[config.mk]
export PLATFORM = sky130hd
export DESIGN_NAME = serial_subtractor
export DESIGN_NICKNAME = d
export VERILOG_FILES = /design/src/rtl/arith_pkg.sv /design/src/rtl/one_bit_adder.sv /design/src/rtl/serial_subtractor.sv
export SDC_FILE = /design/constraint.sdc
export NUM_CORES = 1
export LEC_CHECK = 0
export ABC_AREA = 1
export BUFFER_PORTS_ARGS = -buffer_cell sky130_fd_sc_hd__buf_2
export CORE_AREA = 2 2 47 82
export CTS_CLUSTER_DIAMETER = 40
export DETAILED_ROUTE_END_ITERATION = 10
export DIE_AREA = 0 0 49 84
export HOLD_SLACK_MARGIN = 0.08
export PLACE_DENSITY = 0.76
export REMOVE_ABC_BUFFERS = 1
export SLEW_MARGIN = 20
export SYNTH_ARGS = -nofsm -noshare
export SYNTH_HDL_FRONTEND = slang
export SYNTH_SLANG_ARGS = --single-unit
[constraint.sdc]
create_clock -name clk -period 3.2 [get_ports clk]
set_input_delay 0.8 -clock clk [delete_from_list [all_inputs] [get_ports clk]]
set_output_delay 0.8 -clock clk [all_outputs]
set_load 0.05 [all_outputs]
[src/rtl/arith_pkg.sv]
// Shared types and constants for the arithmetic-operations library.
package arith_pkg;

  typedef enum logic [1:0] {
    IDLE  = 2'd0,
    SHIFT = 2'd1,
    DONE  = 2'd2
  } serial_state_t;

  // Carry seed that turns a + ~b into a - b.
  localparam logic CARRY_SEED_SUB = 1'b1;

endpackage

[src/rtl/one_bit_adder.sv]
// One-bit full-adder cell shared by the ripple and serial arithmetic blocks.
module one_bit_adder (
  input  logic a,
  input  logic b,
  input  logic cin,
  output logic sum_c,
  output logic cout_c
);

  assign sum_c  = a ^ b ^ cin;
  assign cout_c = (a & b) | (a & cin) | (b & cin);

endmodule

[src/rtl/serial_subtractor.sv]
// Bit-serial subtractor, diff = a - b, one bit per clock LSB first.
// Optional signed-overflow output enabled by SERIAL_SUB_OVERFLOW_EN.
module serial_subtractor
  import arith_pkg::*;
#(
  parameter int unsigned WIDTH = 8
) (
  input  logic             clk,
  input  logic             rst_n,
  input  logic             start,
  input  logic [WIDTH-1:0] a,
  input  logic [WIDTH-1:0] b,
  output logic             busy,
  output logic             done,
  output logic [WIDTH-1:0] diff,
  output logic             borrow_out
`ifdef SERIAL_SUB_OVERFLOW_EN
  , output logic           overflow
`endif
);

  localparam int unsigned CNT_W = (WIDTH > 1) ? $clog2(WIDTH) : 1;
  localparam logic [CNT_W-1:0] LAST_BIT = CNT_W'(WIDTH - 1);

  serial_state_t    state, state_nxt;
  logic             accept_c;
  logic             last_c;

  logic [WIDTH-1:0] a_q;
  logic [WIDTH-1:0] nb_q;
  logic [WIDTH-1:0] res_q;
  logic             carry_q;
  logic [CNT_W-1:0] cnt_q;

  logic             sum_c;
  logic             cout_c;

  one_bit_adder u_cell (
    .a      (a_q[0]),
    .b      (nb_q[0]),
    .cin    (carry_q),
    .sum_c  (sum_c),
    .cout_c (cout_c)
  );

  // State register
  always_ff @(posedge clk or negedge rst_n) begin
    if (!rst_n) state <= IDLE;
    else        state <= state_nxt;
  end

  // Next-state: start is honoured only in IDLE or DONE
  always_comb begin
    state_nxt = state;
    accept_c  = 1'b0;
    last_c    = 1'b0;
    unique case (state)
      IDLE, DONE: begin
        if (start) begin
          accept_c  = 1'b1;
          state_nxt = SHIFT;
        end else begin
          state_nxt = IDLE;
        end
      end
      SHIFT: begin
        if (cnt_q == LAST_BIT) begin
          last_c    = 1'b1;
          state_nxt = DONE;
        end
      end
      default: state_nxt = IDLE;
    endcase
  end

  // Operand shifters, carry, counter and result capture
  always_ff @(posedge clk or negedge rst_n) begin
    if (!rst_n) begin
      a_q        <= '0;
      nb_q       <= '0;
      res_q      <= '0;
      carry_q    <= 1'b0;
      cnt_q      <= '0;
      diff       <= '0;
      borrow_out <= 1'b0;
`ifdef SERIAL_SUB_OVERFLOW_EN
      overflow   <= 1'b0;
`endif
    end else if (accept_c) begin
      a_q     <= a;
      nb_q    <= ~b;
      carry_q <= CARRY_SEED_SUB;
      cnt_q   <= '0;
    end else if (state == SHIFT) begin
      a_q     <= a_q >> 1;
      nb_q    <= nb_q >> 1;
      res_q   <= {sum_c, res_q[WIDTH-1:1]};
      carry_q <= cout_c;
      cnt_q   <= cnt_q + CNT_W'(1);
      if (last_c) begin
        diff       <= {sum_c, res_q[WIDTH-1:1]};
        borrow_out <= ~cout_c;
`ifdef SERIAL_SUB_OVERFLOW_EN
        // MSB step: carry-in differs from carry-out on signed overflow
        overflow   <= carry_q ^ cout_c;
`endif
      end
    end
  end

  // Handshake flags registered from the next state
  always_ff @(posedge clk or negedge rst_n) begin
    if (!rst_n) begin
      busy <= 1'b0;
      done <= 1'b0;
    end else begin
      busy <= (state_nxt == SHIFT);
      done <= (state_nxt == DONE);
    end
  end

endmodule

==> results of run 1 <==
[final timing paths]
check	start	slack, ps	to	cells past startpoint
setup / recovery	state[0]	1410	diff[6]	4
hold reg to reg	res_q[2]	470	diff[1]	2
setup reg to reg	state[0]	1410	diff[6]	4
min in group asynchronous	rst_n	610	nb_q[0]	1
hold / removal	res_q[2]	470	diff[1]	2
max in group asynchronous	rst_n	2050	busy	1
[synth_stat cells, drive strengths merged]
| library cell | count | area [um2] |
|---|---|---|
| buf | 10 | 52.6 |
| clkbuf | 1 | 5.00 |
| nand3 | 49 | 245 |
| nor2 | 3 | 26.3 |
| nand2 | 74 | 285 |
| o21ai | 11 | 55.1 |
| fa | 1 | 20.0 |
| dfrtp | 40 | 1000 |
| inv | 31 | 119 |
| ha | 2 | 25.0 |
[metrics by stage]
step | power [mW] | setup WS (ps) | hold slack [ps]
floorplan | 1.56 | 1800 | 442
global placement | 1.76 | 1420 | 450
detailed placement | 1.78 | 1380 | 451
CTS | 2.24 | 1410 | 471
global route | 2.40 | 1240 | 499
finish | 2.22 | 1410 | 470
[registers in the layout, summed over array words and instances, names as in the netlist]
register / flops
a_q: 8
diff: 8
nb_q: 8
res_q: 7
cnt_q: 3
state: 2
borrow_out: 1
busy: 1
carry_q: 1
done: 1
[power by group]
part / switching, mW / internal, mW / total (mW)
sequential: 0.148 / 0.730 / 0.877
combinational: 0.621 / 0.269 / 0.890
clock: 0.178 / 0.275 / 0.454
total: 0.947 / 1.27 / 2.22
[routing by layer]
metal  vias up  routed length (um)  part of all wire, %  track usage (%)
li1        742                   -                    -                -
met1       672                1350                   40             20.9
met2        45                1740                   52             32.9
met3        12                 167                  5.0             3.76
met4         0                  95                  2.8             9.35
met5         -                   0                    0                0
[cells by family (layout without fill, tap and decap cells)]
| kind of cell | after synthesis | count (layout) |
|---|---|---|
| compound gates | 11 | 11 |
| simple gates | 126 | 126 |
| flops | 40 | 40 |
| buf+inv | 42 | 68 |
| fa+ha+maj | 3 | 3 |
[layout make-up]
| cell class | instances | area [um2] |
|---|---|---|
| fillers | 342 | 1410 |
| flip-flops and latches | 40 | 1000 |
| multi-input cells | 140 | 657 |
| repair buffers | 29 | 145 |
| inverters | 31 | 119 |
| clock buffers | 7 | 96.3 |
| well taps | 46 | 57.6 |
| clock inverters | 1 | 30.0 |
[critical path: cells and delay by family, from the launching register on]
kind | cells | cell delay (ps)
flip-flops | 1 | 710
AND/OR/NAND/NOR | 4 | 1020
==> results.md, run 1 <==
* **post-CTS setup repair buffer count** 0
* **Post-Synth XOR/XNOR Area** 0%
* **Post-Synthesis Cell Area** 1830 um2
* **die footprint** 4120 um2
* **Yosys warning count** 0
* **vertical die dimension** 84 um
* **count of distinct cell types in the synthesized netlist** 15
* **critical path capture point type** register
* **fin area** 2110 um2
* **Starting Density** 52.1%
* **post-route non-filler standard cell count** 294
* **clock buffers created by TritonCTS** 5
* **run status** complete, no violations
* **initial detailed-routing violation count** 49
* **utilization of the core after routing** 59.8%
* **number of routed nets with antenna violations** 0
* **sequential share of the synthesized area** 54.6%
* **multiplexer share of the synthesized area** 0%
* **average wire per standard cell** 11.4 um
* **post-cts gate resize count** 0
* **Syn Area/Cell** 8.26 um2
* **type of the most critical hold path** reg2reg
* **synthesized-area fraction occupied by ao, oa, aoi and oai cells** 3.00%
* **count of buffers inserted at the top-level ports** 29
* **maximum count of clock buffers along a single path** 2
* **area share of and/or/nand/nor cells after synthesis** 30.4%
* **Worst-path clk slew** 80 ps
* **number of antenna violations at the first check in global routing** 0
* **endpoints failing hold** 0
* **biggest cell delay along the critical path** 710 ps
* **cell count after placement** 286
* **static power due to leakage** 1.19 nW
* **Worst Path Max Fanout** 34
* **clock net sink count** 40
* **slowest stage cell, crit path** sky130_fd_sc_hd__dfrtp_1
* **Pwr per Cell Area** 1050 nW/um2
* **final routed wirelength across all metal layers** 3360 um
* **placement row count** 29
* **area of the core** 3520 um2
* **IR Drop Worst-Case VDD** 701 uV
* **most frequent cells in the layout** 71 x sky130_fd_sc_hd__nand2_1, 49 x sky130_fd_sc_hd__nand3_1, 40 x sky130_fd_sc_hd__dfrtp_1, 29 x sky130_fd_sc_hd__inv_1, 29 x sky130_fd_sc_hd__buf_2
* **number of endpoints failing setup at the final stage** 0
* **count of maximum capacitance violations** 0
* **Layout Area Growth over Synthesis** 14.8%
* **GR Overflow Total** 0
* **die width** 49 um
* **root buffer cell** sky130_fd_sc_hd__clkbuf_8
* **main combinational cell family by area after synthesis** simple AND/OR/NAND/NOR gates
* **Critical Path Most Common Cell** sky130_fd_sc_hd__nand2_1
* **cell area after placement** 1980 um2
* **upper clock frequency limit** 0.557 GHz
* **Worst-Skew Late Latency** 300 ps
* **period utilisation layout** 56.1%
* **most common cell after layout, fill and taps aside** sky130_fd_sc_hd__nand2_1
* **pin count of the biggest net entering global routing** 41
* **number of top-level pins** 30
* **Slew @ Worst Pin** 859 ps
* **Cells after Synth** 222
* **worst endpoint required time** 3430 ps
* **Slew Viols, Final** 0
* **synthesized-area fraction occupied by adder cells** 2.46%
* **clock tree from TritonCTS** built
* **final layout net count** 269
* **hold buffer count at CTS** 0
* **post-detail-place hpwl** 2160 um
* **weighted congestion at the end of routability-driven global placement** 0.739
* **setup total negative slack** 0 ps
* **drt via density** 5.00
* **Tmin final** 1790 ps
* **GRT Util Overall** 18.7%
* **register bit total from synthesis** 40
* **data arrival time of the critical path** 2030 ps
* **fraction of layout cells with a size suffix above 1** 17.7%
* **clk_skew** 6.82 ps
* **crit path launch type** register
* **CTS H-Tree Depth** 2
* **via count** 1,471
* **via count of the first global-routing pass** 1,360
* **Cell Chain, Critical Path** nand2_2 > nor2_4 > nand2_1 > nand2_1
* **DRC violations left** 0
* **Max-slew headroom** 42.7%
* **RSZ-0062 raised after global routing** false
* **number of detailed-routing iterations run before antenna repair** 4
* **global-route wire length before repair** 5930 um
* **Worst Path Class, Setup** reg2reg
* **diode insertion count for antenna repair** 0
Note: power is estimated with default switching activity, not from simulation.
==> run 2: changes to the inputs <==
Settings changed: ABC_AREA 1 to 0, CORE_AREA 2 2 47 82 to 2 2 50 87, DIE_AREA 0 0 49 84 to 0 0 52 89, PLACE_DENSITY 0.76 to 0.72.
Clock period 3.2 ns to 1.6 ns, I/O delays scaled along.
==> run 2 against run 1 <==
  * Setup slack worse by 1300 ps
  * Largest power group unchanged
  * Cell count down 21%
  * Routed wire length down 3.0%
  * Count of clock-buffer cells in the layout unchanged
  * Power up 96%
  * Via count down 15%
  * Synthesized area up 3.6%
  * Critical path type unchanged
  * Largest cell class unchanged
  * Non-clock buffer count up 6
==> results.md, run 2 <==
* **FF-to-FF path depth** 4, unchanged
* **R2R Path End** diff[2], was diff[6]
* **synthesized-area fraction occupied by ao, oa, aoi and oai cells** 12.7%, was 3.00%
* **worst reg2reg path startpoint** cnt_q[0], was state[0]
* **static power due to leakage** 1.02 nW, was 1.19 nW
* **final routed wirelength across all metal layers** 3250 um, was 3360 um
* **Worst-path clk slew** 70 ps, was 80 ps
* **die footprint** 4630 um2, was 4120 um2
* **primary flip-flop cell chosen by synthesis mapping** sky130_fd_sc_hd__dfrtp_1, unchanged
* **clock net sink count** 40, unchanged
* **most common cell after layout, fill and taps aside** sky130_fd_sc_hd__dfrtp_1, was sky130_fd_sc_hd__nand2_1
* **crit path launch type** register, unchanged
* **biggest cell delay along the critical path** 410 ps, was 710 ps
* **die width** 52 um, was 49 um
* **crit-path leading delay family** adder cells, was simple AND/OR/NAND/NOR gates
* **number of antenna violations at the first check in global routing** 0, unchanged
* **main combinational cell family by area after synthesis** multiplexers, was simple AND/OR/NAND/NOR gates
* **number of enable-type register cells in the synthesized netlist** 0, unchanged
* **count of distinct cell types in the synthesized netlist** 27, was 15
* **Worst Path Class, Setup** reg2reg, unchanged
* **Min-Delay Startpoint** a[0], was res_q[2]
* **clock tree from TritonCTS** built, unchanged
* **post-detail-place hpwl** 2360 um, was 2160 um
* **vertical die dimension** 89 um, was 84 um
* **type of the most critical hold path** in2reg, was reg2reg
* **Post-Synthesis Cell Area** 1900 um2, was 1830 um2
* **drt via density** 5.33, was 5.00
* **number of endpoints failing setup at the final stage** 0, unchanged
* **initial detailed-routing violation count** 11, was 49
* **maximum count of clock buffers along a single path** 2, unchanged
* **diode insertion count for antenna repair** 0, unchanged
* **Worst-Skew Late Latency** 290 ps, was 300 ps
* **period utilisation layout** 95.1%, was 56.1%
* **Tmin final** 1520 ps, was 1790 ps
* **Cells on Worst Hold Path** 3, was 2
* **setup total negative slack** 0 ps, unchanged
* **Yosys warning count** 0, unchanged
* **upper clock frequency limit** 0.657 GHz, was 0.557 GHz
* **Layout Area Growth over Synthesis** 15.9%, was 14.8%
* **Critical Path Most Common Cell** sky130_fd_sc_hd__ha_1, was sky130_fd_sc_hd__nand2_1
* **cell types with the largest area share after synthesis** sky130_fd_sc_hd__dfrtp_1 53%, sky130_fd_sc_hd__mux2i_1 8.4%, sky130_fd_sc_hd__a211oi_1 5.1%, was sky130_fd_sc_hd__dfrtp_1 55%, sky130_fd_sc_hd__nand2_1 15%, sky130_fd_sc_hd__nand3_1 13%
* **number of routed nets with antenna violations** 0, unchanged
* **clock buffers created by TritonCTS** 5, unchanged
* **critical path capture point type** register, unchanged
* **most numerous cell types in the synthesized netlist** 40 x sky130_fd_sc_hd__dfrtp_1, 16 x sky130_fd_sc_hd__mux2i_1, 13 x sky130_fd_sc_hd__a211oi_1, 13 x sky130_fd_sc_hd__a21oi_1, 13 x sky130_fd_sc_hd__nor2b_1, was 71 x sky130_fd_sc_hd__nand2_1, 49 x sky130_fd_sc_hd__nand3_1, 40 x sky130_fd_sc_hd__dfrtp_1
* **IR Drop Worst-Case VDD** 1170 uV, was 701 uV
* **pin count of the biggest net entering global routing** 40, was 41
* **ys async rst share** 100%, unchanged
* **run status** complete, no violations, unchanged
* **final layout net count** 207, was 269
* **global-route wire length before repair** 5690 um, was 5930 um
* **sequential share of the synthesized area** 52.7%, was 54.6%
* **Pwr per Cell Area** 1980 nW/um2, was 1050 nW/um2
* **number of top-level pins** 30, unchanged
* **most frequent cells in the layout** 40 x sky130_fd_sc_hd__dfrtp_1, 29 x sky130_fd_sc_hd__buf_2, 16 x sky130_fd_sc_hd__mux2i_1, was 71 x sky130_fd_sc_hd__nand2_1, 49 x sky130_fd_sc_hd__nand3_1, 40 x sky130_fd_sc_hd__dfrtp_1, 29 x sky130_fd_sc_hd__inv_1, 29 x sky130_fd_sc_hd__buf_2
* **biggest regs** a_q (8), diff (8), nb_q (8), unchanged
* **via count** 1,243, was 1,471
* **area of the core** 3870 um2, was 3520 um2
* **hold path endpoint** a_q[0], was diff[1]
* **placement row count** 30, was 29
* **most frequently used cell type in the post-synthesis netlist** sky130_fd_sc_hd__dfrtp_1, was sky130_fd_sc_hd__nand2_1
* **Slew Viols, Final** 0, unchanged
* **Cells after Synth** 153, was 222
* **post-route non-filler standard cell count** 233, was 294
* **DRC violations left** 0, unchanged
* **synthesized-area fraction occupied by adder cells** 2.37%, was 2.46%
* **worst endpoint required time** 1770 ps, was 3430 ps
* **Syn Area/Cell** 12.4 um2, was 8.26 um2
* **Max-slew headroom** 73.1%, was 42.7%
* **Slew @ Worst Pin** 404 ps, was 859 ps
* **setup slack on the worst flop-to-flop path** 80 ps, was 1410 ps
* **cell count after placement** 225, was 286
* **Cell Chain, Critical Path** ha_1 > ha_1 > nand3b_4 > mux2_2, was nand2_2 > nor2_4 > nand2_1 > nand2_1
* **GRT Util Overall** 16.9%, was 18.7%
* **share of Yosys cell area claimed by the top area cell type** 52.7%, was 54.6%
* **slowest stage cell, crit path** sky130_fd_sc_hd__dfrtp_1, unchanged
* **post-route total power** 4.36 mW, was 2.22 mW
* **CTS H-Tree Depth** 2, unchanged
* **fraction of layout cells with a size suffix above 1** 28.6%, was 17.7%
* **RSZ-0062 raised after global routing** false, unchanged
* **via count of the first global-routing pass** 1,336, was 1,360
* **post-CTS setup repair buffer count** 0, unchanged
* **clk_skew** 1.70 ps, was 6.82 ps
* **weighted congestion at the end of routability-driven global placement** 0.717, was 0.739
* **area share of and/or/nand/nor cells after synthesis** 7.18%, was 30.4%
* **root buffer cell** sky130_fd_sc_hd__clkbuf_8, unchanged
* **GR Overflow Total** 0, unchanged
* **CP Buf/Inv Count** 0, unchanged
* **count of maximum capacitance violations** 0, unchanged
* **data arrival time of the critical path** 1690 ps, was 2030 ps
* **library cell with the largest summed area after synthesis** sky130_fd_sc_hd__dfrtp_1, unchanged
* **average wire per standard cell** 14.0 um, was 11.4 um
* **count of buffers inserted at the top-level ports** 29, unchanged
* **Starting Density** 49.2%, was 52.1%
* **Worst Path Max Fanout** 12, was 34
* **number of detailed-routing iterations run before antenna repair** 3, was 4
* **register bit total from synthesis** 40, unchanged
* **Post-Synth XOR/XNOR Area** 0.461%, was 0%
* **endpoints failing hold** 0, unchanged
* **multiplexer share of the synthesized area** 19.7%, was 0%
* **post-cts gate resize count** 0, unchanged
[run 2: cell types whose count changed after synthesis, moves of 4 or more]
cell | before | now
sky130_fd_sc_hd__nand3_1 | 49 | 2
sky130_fd_sc_hd__inv_1 | 29 | 5
sky130_fd_sc_hd__buf_2 | 9 | 5
sky130_fd_sc_hd__nand2_1 | 71 | 4
sky130_fd_sc_hd__a21oi_1 | 0 | 13
sky130_fd_sc_hd__nor2b_1 | 0 | 13
sky130_fd_sc_hd__mux2i_1 | 0 | 16
sky130_fd_sc_hd__o21ai_0 | 11 | 5
sky130_fd_sc_hd__a211oi_1 | 0 | 13
sky130_fd_sc_hd__mux2_4 | 0 | 6
sky130_fd_sc_hd__mux2_1 | 0 | 6
sky130_fd_sc_hd__mux2_2 | 0 | 5
[run 2: area by class of cell]
class / instances / area [um2]
fill: 321 / 1660
sequential: 40 / 1000
tap: 48 / 60.1
timing repair buffer: 35 / 218
inverter: 6 / 22.5
clock buffer: 7 / 96.3
multi-input combinational: 97 / 806
[run 2: worst min-delay path, delay by kind of cell]
kind / cells / cell delay, ps
buffers and inverters: 1 / 70
AOI/OAI and AO/OA: 2 / 160
[run 2: metal layers]
layer  wire length, um  share of wire (%)  vias up  GRT usage [%]
met3               144                4.4        6           4.52
li1                  -                  -      609              -
met4                63                1.9        0           8.37
met2              1710                 52       29           29.9
met5                 0                  0        -              0
met1              1340                 41      599           18.0
[run 2: kinds of logic after synthesis]
family	Yosys count
and+or+nand+nor	22
AOI/OAI and AO/OA	38
DFF	40
adders and majority gates	3
muxes	33
xor gates and xnor gates	1
buffers and inverters	16
[run 2: timing repair]
action                                 4_1_cts  5_1_grt
endpoints found under the hold margin       16        0
hold buffers                                 1        0
setup endpoints to repair                    0        0
[run 2: worst max-delay path by stage]
stage                   from  endpoint  slack [ps]  cells after the start
global route        cnt_q[0]   diff[2]          30                      4
CTS                 cnt_q[0]   diff[2]          70                      4
global placement    cnt_q[0]   diff[2]         120                      4
detailed placement  cnt_q[0]   diff[2]          80                      4
finish              cnt_q[0]   diff[2]          80                      4
floorplan           state[0]  res_q[1]        -220                      2
[run 2: stage by stage]
| stage | instance area (um2) | utilization [%] | hold slack (ps) | setup WS (ps) |
|---|---|---|---|---|
| 3_5_place_dp | 2100 | 54.2 | 348 | 77.9 |
| 5_1_grt | 2200 | 57.0 | 409 | 29.5 |
| 3_3_place_gp | 2100 | 54.2 | 346 | 123 |
| 4_1_cts | 2200 | 57.0 | 381 | 69.1 |
| 2_1_floorplan | 1830 | - | 104 | -225 |
| 6_report | 2200 | 57.0 | 390 | 78.1 |
[run 2: power by group]
| part | total (mW) | switching [mW] | internal (mW) | leakage, nW |
|---|---|---|---|---|
| clock network | 0.701 | 0.317 | 0.384 | 0.0503 |
| registers | 1.80 | 0.314 | 1.49 | 0.479 |
| logic | 1.86 | 1.06 | 0.799 | 0.491 |
| total | 4.36 | 1.69 | 2.67 | 1.02 |
